`config.mk`:
```
export PLATFORM = sky130hd
export DESIGN_NAME = mac3_accumulator
export DESIGN_NICKNAME = d
export VERILOG_FILES = /design/src/rtl/mac3_accumulator_pkg.sv /design/src/rtl/mac3_accumulator_multiplier.sv /design/src/rtl/mac3_accumulator.sv
export SDC_FILE = /design/constraint.sdc
export NUM_CORES = 1
export LEC_CHECK = 0
export ABC_AREA = 1
export BUFFER_PORTS_ARGS = -buffer_cell sky130_fd_sc_hd__buf_4
export CORE_MARGIN = 2
export CORE_UTILIZATION = 59
export CTS_CLUSTER_SIZE = 40
export DETAILED_ROUTE_END_ITERATION = 8
export HOLD_SLACK_MARGIN = 0.05
export PLACE_DENSITY_LB_ADDON = 0.05
export SYNTH_ARGS = -nofsm -noshare
export SYNTH_HDL_FRONTEND = slang
export SYNTH_SLANG_ARGS = --single-unit
```
`constraint.sdc`:
```
create_clock -name clk -period 4.8 [get_ports clk]
set_input_delay 0.24 -clock clk [delete_from_list [all_inputs] [get_ports clk]]
set_output_delay 0.24 -clock clk [all_outputs]
set_load 0.05 [all_outputs]
```
`src/rtl/mac3_accumulator_pkg.sv`:
```
// mac3_accumulator_pkg: shared constants and FSM state encoding for the
// mac3 multiply-accumulate slice.
//   OP_W    - operand width of the 3x3 multiplier
//   PROD_W  - product width of the 3x3 multiplier
//   state_t - run-control FSM states (IDLE=0, ACCUM=1, DRAIN=2, DONE=3)
package mac3_accumulator_pkg;

  localparam int OP_W   = 3;
  localparam int PROD_W = 6;

  typedef enum logic [1:0] {
    IDLE  = 2'd0,
    ACCUM = 2'd1,
    DRAIN = 2'd2,
    DONE  = 2'd3
  } state_t;

endpackage

```
`src/rtl/mac3_accumulator_multiplier.sv`:
```
// multiplier: 3x3 unsigned array multiplier, purely combinational.
//   A [2:0] - multiplicand
//   B [2:0] - multiplier
//   P [5:0] - product A*B
module multiplier
  import mac3_accumulator_pkg::*;
(
  input  logic [OP_W-1:0]   A,
  input  logic [OP_W-1:0]   B,
  output logic [PROD_W-1:0] P
);

  logic [PROD_W-1:0] pp0_s;
  logic [PROD_W-1:0] pp1_s;
  logic [PROD_W-1:0] pp2_s;

  // Partial-product rows of the array, each pre-shifted to its weight.
  assign pp0_s = {3'b000, A & {3{B[0]}}};
  assign pp1_s = {2'b00, A & {3{B[1]}}, 1'b0};
  assign pp2_s = {1'b0, A & {3{B[2]}}, 2'b00};

  assign P = pp0_s + pp1_s + pp2_s;

endmodule

```
`src/rtl/mac3_accumulator.sv`:
```
// mac3_accumulator: accepts LEN operand pairs over a valid/ready handshake,
// multiplies each registered pair with the 3x3 multiplier and sums the
// products into an ACC_W-bit accumulator; the dot product is then offered
// behind an output valid/ready handshake.
//   clk, reset           - clock, synchronous active-high reset
//   start                - begin a run (honoured only in IDLE)
//   in_valid / in_ready  - operand handshake, a/b are the operands
//   busy                 - high whenever the FSM is not in IDLE
//   out_valid / out_ready- result handshake
//   result, ovf          - accumulated sum mod 2^ACC_W, sticky carry-out flag
module mac3_accumulator
  import mac3_accumulator_pkg::*;
#(
  parameter int LEN   = 4,
  parameter int ACC_W = 8
) (
  input  logic             clk,
  input  logic             reset,
  input  logic             start,
  input  logic             in_valid,
  output logic             in_ready,
  input  logic [2:0]       a,
  input  logic [2:0]       b,
  output logic             busy,
  output logic             out_valid,
  input  logic             out_ready,
  output logic [ACC_W-1:0] result,
  output logic             ovf
);

  localparam int CNT_W = $clog2(LEN + 1);
  localparam logic [CNT_W-1:0] LAST_CNT = CNT_W'(LEN - 1);

  state_t            state_r;
  state_t            next_state_s;
  logic              stage_valid_r;
  logic [CNT_W-1:0]  count_r;
  logic [OP_W-1:0]   a_stage_r;
  logic [OP_W-1:0]   b_stage_r;
  logic [PROD_W-1:0] prod_s;
  logic [ACC_W-1:0]  acc_r;
  logic              ovf_r;
  logic [ACC_W:0]    sum_s;
  logic              hs_s;
  logic              start_run_s;
  logic              in_ready_r;
  logic              busy_r;
  logic              out_valid_r;

  // in_ready is a pure function of state, so the handshake can be decoded
  // from state without going through the output register.
  assign hs_s        = in_valid && (state_r == ACCUM);
  assign start_run_s = start && (state_r == IDLE);

  // Extra top bit captures the carry-out used for the sticky overflow.
  assign sum_s = {1'b0, acc_r} + {{(ACC_W + 1 - PROD_W){1'b0}}, prod_s};

  multiplier u_multiplier (
    .A (a_stage_r),
    .B (b_stage_r),
    .P (prod_s)
  );

  // Next-state decode for the run-control FSM.
  always_comb begin
    next_state_s = state_r;
    case (state_r)
      IDLE: begin
        if (start) next_state_s = ACCUM;
        else       next_state_s = IDLE;
      end
      ACCUM: begin
        // The LEN-th handshake ends the input phase, so count never wraps.
        if (hs_s && (count_r == LAST_CNT)) next_state_s = DRAIN;
        else                               next_state_s = ACCUM;
      end
      DRAIN:   next_state_s = DONE;
      DONE: begin
        if (out_ready) next_state_s = IDLE;
        else           next_state_s = DONE;
      end
      default: next_state_s = IDLE;
    endcase
  end

  // FSM state register.
  always_ff @(posedge clk) begin
    if (reset) state_r <= IDLE;
    else       state_r <= next_state_s;
  end

  // Status outputs registered from the next state so they track the state.
  always_ff @(posedge clk) begin
    if (reset) begin
      in_ready_r  <= 1'b0;
      busy_r      <= 1'b0;
      out_valid_r <= 1'b0;
    end else begin
      in_ready_r  <= (next_state_s == ACCUM);
      busy_r      <= (next_state_s != IDLE);
      out_valid_r <= (next_state_s == DONE);
    end
  end

  // Operand stage: captures each accepted pair for the multiplier.
  always_ff @(posedge clk) begin
    if (reset) begin
      a_stage_r     <= 3'd0;
      b_stage_r     <= 3'd0;
      stage_valid_r <= 1'b0;
    end else if (hs_s) begin
      a_stage_r     <= a;
      b_stage_r     <= b;
      stage_valid_r <= 1'b1;
    end else begin
      stage_valid_r <= 1'b0;
    end
  end

  // Handshake counter, cleared when a run starts.
  always_ff @(posedge clk) begin
    if (reset) begin
      count_r <= {CNT_W{1'b0}};
    end else if (start_run_s) begin
      count_r <= {CNT_W{1'b0}};
    end else if (hs_s) begin
      count_r <= count_r + CNT_W'(1);
    end
  end

  // Accumulator and sticky overflow; the product lands one cycle after
  // its handshake, which is why DRAIN exists.
  always_ff @(posedge clk) begin
    if (reset) begin
      acc_r <= {ACC_W{1'b0}};
      ovf_r <= 1'b0;
    end else if (start_run_s) begin
      acc_r <= {ACC_W{1'b0}};
      ovf_r <= 1'b0;
    end else if (stage_valid_r) begin
      acc_r <= sum_s[ACC_W-1:0];
      ovf_r <= ovf_r | sum_s[ACC_W];
    end
  end

  assign in_ready  = in_ready_r;
  assign busy      = busy_r;
  assign out_valid = out_valid_r;
  assign result    = acc_r;
  assign ovf       = ovf_r;

endmodule

```
# Yosys cells after proc, flatten, opt, wreduce, memory -nomap -nowiden
# Index checks and enable logic that the tools add are counted.
dict set report word_totals {
  regBits 24
  input_bits 11
  word_cells 35
}
dict set report op_classes {
  reduce_logical 6
  mux 5
  n_addsub 4
  n_bitwise 4
  eq_ne 6
}
# op n
set op_table {}
lappend op_table {{$add A8 B6 Y9} 1}
lappend op_table {{$and A3 B3 Y3} 3}
lappend op_table {{$pmux W2 S4} 1}
lappend op_table {{$add A6 B5 Y6} 1}
lappend op_table {{$eq A2 B2 Y1 const B} 3}
lappend op_table {{$add A3 B4 Y5} 1}
lappend op_table {{$eq A2 B1 Y1 const B} 2}
lappend op_table {{$mux W2} 2}
lappend op_table {{$add A3 B1 Y3 const B} 1}
lappend op_table {{$eq A3 B2 Y1 const B} 1}
lappend op_table {{$logic_and A1 B1 Y1} 3}
lappend op_table {{$logic_not A2 Y1} 1}
lappend op_table {{$mux W1} 2}
lappend op_table {{$reduce_bool A2 Y1} 1}
lappend op_table {{$reduce_or A2 Y1} 1}
lappend op_table {{$or A1 B1 Y1} 1}

# Logic depth before layout (Yosys ltp)
# Gate-level depths: netlist of run 1.
dict set report logic_depth {
  word_depth 6
  ltp_mapped 16
  mapped_depth_nobuf 16
}

# Cells and area by module
# A second synthesis of run 1 with hierarchy kept.
dict set report hier_totals {
  cells_unflattened 201
  hier_area_um2 1492.7
}
# module area_each_um2 cells_per_inst n_inst seq_area_each_um2
set by_module_without_submodules {}
lappend by_module_without_submodules {mac3_accumulator 1281.2 167 1 480.5}
lappend by_module_without_submodules {multiplier 211.5 34 1 0.0}

# Worst setup path before layout of run 1
# Ideal clock, no wire load.
dict set report synth_timing {
  path_kind {reg2reg}
  startpoint {register a_stage_r[1]}
  endpoint {register acc_r[7], in the netlist result[7]}
  required_ns 4.683
  path_buffers 0
  setup_slack_ns 2.133
  arrival_ns 2.550
  stages_incl_launch_ff 15
  setup_ns 0.117
  cell_sequence {dfxtp_1 nand2_1 inv_1 ha_1 fa_1 ha_1 fa_1 xor2_1 ha_1 nand2_1 nand2_1 a21oi_1 nand2_1 a21oi_1 nor2_1}
}
dict set report synth_between {
  elab_chain_cells 4
}
# element line_no
set synth_lines {}
lappend synth_lines {{start: declaration} mac3_accumulator.sv:38} ;# logic [OP_W-1:0] a_stage_r;
lappend synth_lines {{start signal: assignment} mac3_accumulator.sv:108} ;# a_stage_r <= 3'd0;
lappend synth_lines {{start signal: assignment} mac3_accumulator.sv:112} ;# a_stage_r <= a;
lappend synth_lines {{$and A3 B3 Y3, on equally long branches} {mac3_accumulator_multiplier.sv:18, mac3_accumulator_multiplier.sv:19}}
lappend synth_lines {{$add A3 B4 Y5} mac3_accumulator_multiplier.sv:22} ;# assign P = pp0_s + pp1_s + pp2_s;
lappend synth_lines {{$add A6 B5 Y6 *} mac3_accumulator_multiplier.sv:22}
lappend synth_lines {{$add A8 B6 Y9 *} mac3_accumulator.sv:56} ;# assign sum_s = {1'b0, acc_r} + {{(ACC_W + 1 - PROD_W){1'b0}}, prod_s};
lappend synth_lines {{end signal: assignment} mac3_accumulator.sv:135} ;# acc_r <= {ACC_W{1'b0}};
lappend synth_lines {{end signal: assignment} mac3_accumulator.sv:138} ;# acc_r <= {ACC_W{1'b0}};
lappend synth_lines {{end signal: assignment} mac3_accumulator.sv:141} ;# acc_r <= sum_s[ACC_W-1:0];
lappend synth_lines {{end: declaration} mac3_accumulator.sv:41} ;# logic [ACC_W-1:0] acc_r;
# Mark *: on every way between the ends. The rest lies on a longest branch, timed or not.
# A chain may end at the register's enable or synchronous reset.

# Worst setup path in the final report of run 1
dict set report layout_timing {
  startpoint {register a_stage_r[1]}
  endpoint {register ovf_r, in the netlist ovf}
}
dict set report layout_between {
  elab_chain_cells 5
}
# element line_no
set layout_lines {}
lappend layout_lines {{$and A3 B3 Y3, on equally long branches} {mac3_accumulator_multiplier.sv:18, mac3_accumulator_multiplier.sv:19}}
lappend layout_lines {{$add A3 B4 Y5} mac3_accumulator_multiplier.sv:22}
lappend layout_lines {{$add A6 B5 Y6 *} mac3_accumulator_multiplier.sv:22}
lappend layout_lines {{$add A8 B6 Y9 *} mac3_accumulator.sv:56}
lappend layout_lines {{$or A1 B1 Y1 *} mac3_accumulator.sv:142} ;# ovf_r <= ovf_r | sum_s[ACC_W];
lappend layout_lines {{end signal: assignment} mac3_accumulator.sv:142}
lappend layout_lines {{end: declaration} mac3_accumulator.sv:42} ;# logic ovf_r;
# Marked as above.

==> flow_summary.yaml, run 1 <==
status:
  outcome: "finished clean"
timing:
  tightest_slew_ns: 0.576
  crit_path_time_final_ns: 2.95
  totalNegativeSetupSlack_ns: 0
  min_period_over_period_pct: 61.4
  fmaxAchievable_ghz: 0.339
  final-setup-viol-count: 0
  grt_setup_unrepaired: "no"
  fin_skew_ns: 0.00450
  slew_headroom_pct: 61.5
  timing_max_transition_violations_final: 0
  report.final.hold_viol_count: 0
logic_synthesis:
  synth.ff_latch_count: 24
  muxShareOfSynthArea_pct: 0
  synth-xor-area-share_pct: 3.08
  synthesis.area_per_instance_um2: 7.44
  synth.lib_cells_used.distinct: 24
  top_count_cell_post_synth: "sky130_fd_sc_hd__nand2_1"
  synth_largest_area_cell: "sky130_fd_sc_hd__dfxtp_1"
  synth_ff_type: "sky130_fd_sc_hd__dfxtp_1"
  synth_area_leaders: "sky130_fd_sc_hd__dfxtp_1 (34%), sky130_fd_sc_hd__nand2_1 (12%), sky130_fd_sc_hd__ha_1 (11%)"
  synth-edff-count: 0
  synth-warning-count: 0
  combinational_family_with_the_most_area_after_synthesis: "simple AND/OR/NAND/NOR gates"
  netlist_area_um2: 1420
  asyncSetResetFlopFracSynth_pct: 0
  synth_nets: 218
  synth_sequential_area_ratio_pct: 33.8
  fraction_of_the_mapped_netlist_area_in_adder_cells_pct: 15.7
  synth-compound-area-share_pct: 11.2
  synth_simple_gate_area_share_pct: 26.3
  area_share_of_the_leading_cell_type_in_the_synthesized_netlist_pct: 33.8
  synth_cells: 191
  synth_commonest_cells: "sky130_fd_sc_hd__nand2_1 (46), sky130_fd_sc_hd__inv_1 (27), sky130_fd_sc_hd__dfxtp_1 (24), sky130_fd_sc_hd__nand3_1 (20), sky130_fd_sc_hd__a21oi_1 (17)"
grt:
  residual_overflow_from_global_routing: 0
  global_route.usage.total_pct: 22.9
  grt_pass1_wl_um: 4750
  antenna_found_initial: 0
  pin_count_of_the_biggest_net_entering_global_routing: 17
  number_of_global_route_vias_before_repair: 1189
die:
  fp.dieH_um: 53.1
  std_cell_rows: 17
  placeableCoreArea_um2: 2250
  overall_die_area_um2: 2820
  initial_core_utilization_pct: 63.0
  io_pins: 23
  floorplan_die_width_um: 53.1
route:
  drt_pass1_iterations: 4
  number_of_remaining_drc_errors: 0
  drt-wirelength-per-cell_um: 11.6
  ant_nets: 0
  drt-vias-per-instance: 5.27
  drt_iter0_markers: 20
  drt_wl_total_um: 2800
  dr_total_vias: 1271
clocking:
  cts_htree_levels: 1
  hold_buffers: 0
  cts_setup_buffers: 0
  clock_sinks: 24
  clock_insertion_delay_worst_skew_ns: 0.31
  clkTransAtPathRegs_ns: 0.13
  tritoncts.num_buffers: 3
  postCtsResizedCells: 0
  ctsRootBufferMaster: "sky130_fd_sc_hd__clkbuf_4"
  cts_tree: "yes"
  longest_clk_path_bufs: 2
cells_and_area:
  final_nets: 241
  fillers: 194
  antenna_diode_count: 0
  layout-drive-gt1-share_pct: 18.8
  final_core_util_pct: 73.0
  flow.area_growth_from_synthesis_pct: 15.9
critical_path:
  cp-end-kind: "flop"
  worst_r2r_path_depth: 14
  worst_ep_arrival_time_ns: 3.20
  cp.required_ns: 5.05
  worst_setup_path_start_kind: "flop"
  cp_max_fo: 4
  worstSetupPathType: "flop to flop"
place:
  dpl.hpwl_um: 2210
  number_of_buffers_added_on_ports: 22
  gp_congestion: 0.818
power_and_ir_drop:
  total_power_density_per_cell_area_nw_per_um2: 244
  peakVddDrop_mv: 0.231
  power.leakage_nw: 0.889
  total_design_power_mw: 0.401
worst_hold_path:
  worstHoldPathType: "primary input to flop"
  worst_hold_path.num_cells: 2
run:
  maxCapViolCount: 0
layout make-up:
cell class / count / area (µm²) / area share (%)
multi-input combinational: 133 / 800 / 48.6
sequential: 24 / 480 / 29.2
timing repair buffer: 22 / 165 / 10.0
inverter: 30 / 113 / 6.84
tap: 28 / 35.0 / 2.13
clock inverter: 1 / 30.0 / 1.83
clock buffer: 3 / 22.5 / 1.37
cell usage in the layout, fill, tap and decap left out, drive strengths merged:
cell type / n
nand2: 48
inv: 30
dfxtp: 24
buf: 22
nand3: 20
a21oi: 19
nor2: 16
ha: 13
o21ai: 6
xnor2: 3
fa: 3
clkbuf: 3
xor2: 2
or2: 1
nand3b: 1
o211ai: 1
bufinv: 1
routing by layer:
layer	track usage, %	routed length, µm	share of wire (%)	up-vias
met5	0	0	0	-
met4	8.12	17	0.61	0
met3	3.39	108	3.9	2
met2	39.0	1400	50	33
met1	29.3	1270	45	583
li1	-	-	-	653
flip-flops by register name, summed over array words and instances (netlist names):
| name | count |
|---|---|
| stage_valid_r | 1 |
| ovf | 1 |
| count_r | 3 |
| in_ready | 1 |
| busy | 1 |
| b_stage_r | 3 |
| a_stage_r | 3 |
| state_r | 2 |
| result | 8 |
| out_valid | 1 |
through the flow:
stage	hold WS, ns	worst slack, ns	cell area [µm²]	std cells
2_1_floorplan	0.404	2.13	1420	191
3_3_place_gp	0.439	2.00	1590	237
3_5_place_dp	0.451	1.91	1590	237
4_1_cts	0.167	1.87	1650	241
5_1_grt	0.173	1.60	1650	241
6_report	0.172	1.85	1650	241
worst paths after layout:
check                to    startpoint  slack (ns)
max                 ovf  a_stage_r[1]        1.85
min          state_r[1]         reset        0.17
max reg2reg         ovf  a_stage_r[1]        1.85
min reg2reg  count_r[2]    count_r[2]        0.47
power by group:
group / internal [mW] / switching, mW / leakage [nW]
clock network: 0.0844 / 0.0607 / 0.0279
registers: 0.205 / 0.00547 / 0.195
logic: 0.0171 / 0.0285 / 0.666
cells by family after synthesis:
family / Yosys count
adders and majority gates: 16
AOI/OAI and AO/OA: 26
buffers and inverters: 34
and+or+nand+nor: 86
DFF: 24
xor gates and xnor gates: 5
critical path, cell delays in order (launching register included):
cell                      delay [ns]
sky130_fd_sc_hd__dfxtp_1        0.41
sky130_fd_sc_hd__nand2_1        0.07
sky130_fd_sc_hd__inv_1          0.06
sky130_fd_sc_hd__ha_1           0.19
sky130_fd_sc_hd__fa_1           0.43
sky130_fd_sc_hd__ha_1           0.22
sky130_fd_sc_hd__fa_1           0.38
sky130_fd_sc_hd__xor2_1         0.16
sky130_fd_sc_hd__ha_1           0.34
sky130_fd_sc_hd__nand2_1        0.09
sky130_fd_sc_hd__nor2_1         0.10
sky130_fd_sc_hd__nand2_1        0.06
sky130_fd_sc_hd__nand3_1        0.13
sky130_fd_sc_hd__nand3_1        0.10
sky130_fd_sc_hd__a21oi_1        0.15
Note: power is estimated with default switching activity, not from simulation.
==> run 2, diff against run 1 <==
--- a/config.mk
+++ b/config.mk
@@ -8,7 +8,7 @@
 export ABC_AREA = 1
 export BUFFER_PORTS_ARGS = -buffer_cell sky130_fd_sc_hd__buf_4
 export CORE_MARGIN = 2
-export CORE_UTILIZATION = 59
+export CORE_UTILIZATION = 55
 export CTS_CLUSTER_SIZE = 40
 export DETAILED_ROUTE_END_ITERATION = 8
 export HOLD_SLACK_MARGIN = 0.05
==> constraint.sdc (replaced) <==
create_clock -name clk -period 3.04 [get_ports clk]
set_input_delay 0.152 -clock clk [delete_from_list [all_inputs] [get_ports clk]]
set_output_delay 0.152 -clock clk [all_outputs]
set_load 0.05 [all_outputs]
==> flow_summary.yaml, run 2 (synthesis results as in run 1) <==
grt:
  pin_count_of_the_biggest_net_entering_global_routing: 17
  residual_overflow_from_global_routing: 0
  global_route.usage.total_pct: 20.1
  grt_pass1_wl_um: 4370
  antenna_found_initial: 0
  number_of_global_route_vias_before_repair: 1084
worst_hold_path:
  worst_hold_path.num_cells: 2
  source_of_the_worst_hold_timing_path: "reset"
  worstHoldPathType: "primary input to flop"
  min_delay_worst_endpoint: "a_stage_r[0]"
cells_and_area:
  final_cell_count_no_fill: 243
  flow.area_growth_from_synthesis_pct: 16.1
  final_nets: 242
  most_common_cell_after_layout_fill_and_taps_aside: "sky130_fd_sc_hd__nand2_1"
  layout-drive-gt1-share_pct: 22.5
  final_cell_mix: "sky130_fd_sc_hd__nand2_1 (46), sky130_fd_sc_hd__inv_1 (27), sky130_fd_sc_hd__buf_4 (23)"
  antenna_diode_count: 0
  largest_register_ffs: 8
  final_core_util_pct: 67.2
power_and_ir_drop:
  seq_power_share_pct: 61.5
  comb_power_share_pct: 13.3
  total_design_power_mw: 0.542
  power.internal_mw: 0.398
  clockPowerShare_pct: 25.2
  switchingPower_mw: 0.143
  power.leakage_nw: 0.895
  total_power_density_per_cell_area_nw_per_um2: 328
  power_switching_share_pct: 26.5
  peakVddDrop_mv: 0.291
die:
  floorplan_die_width_um: 54.8
  placeableCoreArea_um2: 2450
  fp.dieH_um: 54.8
  initial_core_utilization_pct: 57.8
  std_cell_rows: 18
  io_pins: 23
  overall_die_area_um2: 3000
timing:
  crit_path_time_final_ns: 2.87
  tightest_slew_ns: 0.609
  timing_max_transition_violations_final: 0
  grt_setup_unrepaired: "no"
  report.final.hold_viol_count: 0
  totalNegativeSetupSlack_ns: 0
  min_period_over_period_pct: 94.4
  fmaxAchievable_ghz: 0.349
  fin_skew_ns: 0.00765
  slew_headroom_pct: 59.3
  final-setup-viol-count: 0
  hold_slack_ns: 0.0758
clocking:
  ctsRootBufferMaster: "sky130_fd_sc_hd__clkbuf_4"
  hold_buffers: 0
  clock_insertion_delay_worst_skew_ns: 0.31
  longest_clk_path_bufs: 2
  cts_tree: "yes"
  clkTransAtPathRegs_ns: 0.13
  clock_sinks: 24
  tritoncts.num_buffers: 3
  cts_htree_levels: 1
critical_path:
  cp.buffers_inverters: 1
  critPathMaxStageDelay_ns: 0.44
  cp-end-kind: "flop"
  cp_max_fo: 4
  rr_startpoint: "a_stage_r[1]"
  cp.required_ns: 3.29
  worstSetupPathType: "flop to flop"
  timing.critical_path.max_delay_family: "adder cells"
  path_cells: "nand2_1 -> inv_1 -> ha_1 -> fa_1 -> ha_2 -> fa_1 -> xor2_1 -> ha_1 -> nand2_1 -> nor2_1 -> nand2_1 -> nand3_2 -> nand3_1 -> a21oi_2"
  cp_slowest_cell: "sky130_fd_sc_hd__fa_1"
  setup.reg_to_reg.worst_slack_ns: 0.17
  worst_setup_path_start_kind: "flop"
  worst_r2r_path_depth: 14
  worst_path_most_repeated_cell: "sky130_fd_sc_hd__nand2_1"
  worst_ep_arrival_time_ns: 3.12
  timing.rr.end: "ovf"
route:
  drt_wl_total_um: 2710
  drt-vias-per-instance: 5.14
  drt-wirelength-per-cell_um: 11.2
  drt_pass1_iterations: 4
  dr_total_vias: 1250
  number_of_remaining_drc_errors: 0
  drt_iter0_markers: 18
  ant_nets: 0
status:
  outcome: "finished clean"
place:
  numPlacedInstances: 239
  gp_congestion: 0.796
  dpl.hpwl_um: 2130
  number_of_buffers_added_on_ports: 22
run:
  maxCapViolCount: 0
run 2: changes by cell type in the layout (fill, tap and decap cells not counted):
cell	before	now
sky130_fd_sc_hd__bufinv_16	1	0
sky130_fd_sc_hd__nand3_2	0	1
sky130_fd_sc_hd__ha_2	0	1
sky130_fd_sc_hd__xnor2_1	3	2
sky130_fd_sc_hd__nand3_1	20	19
sky130_fd_sc_hd__buf_4	22	23
sky130_fd_sc_hd__a21oi_1	17	16
sky130_fd_sc_hd__dfxtp_1	24	20
sky130_fd_sc_hd__a21oi_2	2	3
sky130_fd_sc_hd__dfxtp_2	0	4
sky130_fd_sc_hd__xnor2_2	0	1
sky130_fd_sc_hd__ha_1	13	12
run 2: area by class of cell:
| cell class | instances | area (µm²) |
|---|---|---|
| Timing Repair Buffer | 23 | 173 |
| Sequential cell | 24 | 485 |
| Inverter | 30 | 113 |
| Tap cell | 30 | 37.5 |
| Clock buffer | 3 | 22.5 |
| Multi-Input combinational cell | 133 | 818 |
| Fill cell | 227 | 806 |
run 2: worst max-delay path by stage:
stage	startpoint	to	slack [ns]	depth (start not counted)
after floorplan	a_stage_r[1]	result[7]	0.37	14
after global placement	a_stage_r[1]	result[6]	0.28	15
after detailed placement	b_stage_r[1]	result[6]	0.16	15
after CTS	b_stage_r[1]	ovf	0.13	14
after global routing	a_stage_r[1]	ovf	0.01	14
final	a_stage_r[1]	ovf	0.17	14
run 2: routing by layer:
metal / vias up / track usage [%] / routed length, µm
met1: 565 / 24.5 / 1200
met4: 0 / 6.25 / 36
met2: 29 / 36.3 / 1380
met3: 4 / 2.46 / 89
li1: 652 / - / -
met5: - / 0 / 0
run 2: power by group through the flow:
| stage | clock network (mW) | registers [mW] | logic (mW) |
|---|---|---|---|
| global placement | 0 | 0.339 | 0.0705 |
| global route | 0.151 | 0.335 | 0.0796 |
| CTS | 0.143 | 0.333 | 0.0725 |
| finish | 0.136 | 0.333 | 0.0721 |
| floorplan | 0 | 0.349 | 0.0401 |
| detailed placement | 0 | 0.340 | 0.0722 |
run 2: repair_timing:
item	CTS	global route
endpoints found under the setup margin	0	5
buffers inserted	0	1
gates resized for setup	0	8
run 2: worst register-to-register path: stages, from the launching register on:
cell and delay [ns]:
sky130_fd_sc_hd__dfxtp_2 0.35, sky130_fd_sc_hd__nand2_1 0.06, sky130_fd_sc_hd__inv_1 0.04, sky130_fd_sc_hd__ha_1 0.22, sky130_fd_sc_hd__fa_1 0.44, sky130_fd_sc_hd__ha_2 0.19, sky130_fd_sc_hd__fa_1 0.37, sky130_fd_sc_hd__xor2_1 0.15
sky130_fd_sc_hd__ha_1 0.34, sky130_fd_sc_hd__nand2_1 0.10, sky130_fd_sc_hd__nor2_1 0.11, sky130_fd_sc_hd__nand2_1 0.09, sky130_fd_sc_hd__nand3_2 0.09, sky130_fd_sc_hd__nand3_1 0.09, sky130_fd_sc_hd__a21oi_2 0.16
run 2: stage by stage:
stage               setup WS (ns)  cell area, µm²
floorplan                   0.373            1420
global placement            0.276            1600
detailed placement          0.155            1600
CTS                         0.130            1620
global route               0.0111            1650
finish                      0.172            1650
==> run 3, diff against run 2 <==
--- a/config.mk
+++ b/config.mk
@@ -7,6 +7,7 @@
 export LEC_CHECK = 0
 export ABC_AREA = 1
 export BUFFER_PORTS_ARGS = -buffer_cell sky130_fd_sc_hd__buf_4
+export CORE_ASPECT_RATIO = 1.5
 export CORE_MARGIN = 2
 export CORE_UTILIZATION = 55
 export CTS_CLUSTER_SIZE = 40
==> flow_summary.yaml, run 3 (synthesis results as in run 1) <==
status:
  outcome: "finished clean"
grt:
  residual_overflow_from_global_routing: 0
  global_route.usage.total_pct: 20.6
  pin_count_of_the_biggest_net_entering_global_routing: 17
  grt_pass1_wl_um: 4670
  number_of_global_route_vias_before_repair: 1213
  antenna_found_initial: 0
die:
  io_pins: 23
  fp.dieH_um: 66.2
  initial_core_utilization_pct: 58.0
  std_cell_rows: 22
  overall_die_area_um2: 3010
  placeableCoreArea_um2: 2450
  floorplan_die_width_um: 45.5
cells_and_area:
  finalInstanceArea_um2: 1650
  final_cell_mix: "sky130_fd_sc_hd__nand2_1 (46), sky130_fd_sc_hd__inv_1 (27), sky130_fd_sc_hd__buf_4 (23)"
  fillers: 228
  flow.area_growth_from_synthesis_pct: 16.0
  antenna_diode_count: 0
  final_core_util_pct: 67.3
  final_nets: 242
  layout-drive-gt1-share_pct: 22.0
  largest_register_ffs: 8
  most_common_cell_after_layout_fill_and_taps_aside: "sky130_fd_sc_hd__nand2_1"
critical_path:
  worstSetupPathType: "flop to flop"
  critPathLaunch: "b_stage_r[0]"
  timing.rr.end: "result[7]"
  worst_ep_arrival_time_ns: 3.08
  cp-endpoint: "result[7]"
  cp.required_ns: 3.27
  critPathMaxStageDelay_ns: 0.51
  cp-end-kind: "flop"
  worst_setup_path_start_kind: "flop"
  cp.buffers_inverters: 1
  cp_slowest_cell: "sky130_fd_sc_hd__fa_1"
  worst_path_most_repeated_cell: "sky130_fd_sc_hd__nand2_1"
  setup.reg_to_reg.worst_slack_ns: 0.18
  timing.critical_path.max_delay_family: "adder cells"
  crit_cells: 14
  worst_r2r_path_depth: 14
  rr_startpoint: "b_stage_r[0]"
  cp_max_fo: 6
  path_cells: "nand2_1 -> inv_1 -> ha_1 -> fa_1 -> ha_2 -> fa_2 -> ha_1 -> nand2_1 -> nor2_1 -> nand3_1 -> nand2_1 -> nand3_1 -> nand2_1 -> nor2_1"
place:
  placement_stage_worst_setup_slack_ns: 0.151
  dpl-instance-area_um2: 1590
  dpl.hpwl_um: 2220
  number_of_buffers_added_on_ports: 22
  gp_congestion: 0.900
power_and_ir_drop:
  power.leakage_nw: 0.892
  power.internal_mw: 0.425
  comb_power_share_pct: 12.6
  switchingPower_mw: 0.148
  clockPowerShare_pct: 29.4
  power_switching_share_pct: 25.9
  total_power_density_per_cell_area_nw_per_um2: 348
  peakVddDrop_mv: 0.316
  seq_power_share_pct: 58.0
  total_design_power_mw: 0.573
clocking:
  hold_buffers: 0
  clock_sinks: 24
  clock_insertion_delay_worst_skew_ns: 0.31
  cts_htree_levels: 1
  clkTransAtPathRegs_ns: 0.13
  tritoncts.num_buffers: 3
  cts_tree: "yes"
  longest_clk_path_bufs: 2
  ctsRootBufferMaster: "sky130_fd_sc_hd__clkbuf_4"
timing:
  slew_headroom_pct: 59.6
  report.final.hold_viol_count: 0
  totalNegativeSetupSlack_ns: 0
  crit_path_time_final_ns: 2.86
  final-setup-viol-count: 0
  setup_ws_ns: 0.184
  fin_skew_ns: 0.00180
  min_period_over_period_pct: 94.0
  fmaxAchievable_ghz: 0.350
  timing_max_transition_violations_final: 0
  grt_setup_unrepaired: "no"
  tightest_slew_ns: 0.606
route:
  drt_iter0_markers: 37
  number_of_remaining_drc_errors: 0
  drt_wl_total_um: 2800
  dr_total_vias: 1276
  drt-vias-per-instance: 5.36
  drt_pass1_iterations: 4
  drt-wirelength-per-cell_um: 11.8
  ant_nets: 0
worst_hold_path:
  worstHoldPathType: "primary input to flop"
run:
  maxCapViolCount: 0
run 3: cell count changes in the layout (fill, tap and decap cells not counted), sizes merged:
cell and delta:
clkbuf +1
run 3: final cells by class:
cell class,instances,area [µm²],area share (%)
flip-flops and latches,24,484,29.4
inverters,30,113,6.83
multi-input cells,133,812,49.3
clock buffers,4,36.3,2.20
well taps,24,30.0,1.82
repair buffers,23,173,10.5
run 3: worst min-delay path by stage:
| stage | from | to | slack, ns | depth (start not counted) |
|---|---|---|---|---|
| after floorplan | a[0] | a_stage_r[0] | 0.32 | 2 |
| after global placement | reset | b_stage_r[2] | 0.41 | 2 |
| after global routing | reset | state_r[1] | 0.05 | 2 |
| after detailed placement | reset | a_stage_r[1] | 0.41 | 2 |
| final | reset | b_stage_r[1] | 0.06 | 2 |
| after CTS | reset | state_r[1] | 0.06 | 2 |
run 3: stage by stage:
stage | instances | hold WS [ns]
after floorplan | 191 | 0.316
after global placement | 233 | 0.413
after detailed placement | 233 | 0.414
after CTS | 237 | 0.0642
after global routing | 238 | 0.0547
final | 238 | 0.0606
run 3: repair_timing:
action                     4_1_cts  5_1_grt
setup endpoints to repair        0        4
resized for setup                0        6
buffers inserted                 0        1
run 3: power by group through the flow:
stage	Sequential, mW	Combinational, mW	Clock (mW)
4_1_cts	0.333	0.0722	0.173
2_1_floorplan	0.349	0.0401	0
3_3_place_gp	0.339	0.0709	0
5_1_grt	0.335	0.0794	0.186
6_report	0.333	0.0722	0.168
3_5_place_dp	0.340	0.0720	0
run 3: metal layers:
layer | GRT usage, % | up-vias | wire, µm
met5 | 0 | - | 0
met4 | 8.09 | 0 | 43
met3 | 1.64 | 4 | 75
met2 | 38.9 | 27 | 1560
met1 | 22.0 | 594 | 1120
li1 | - | 651 | -
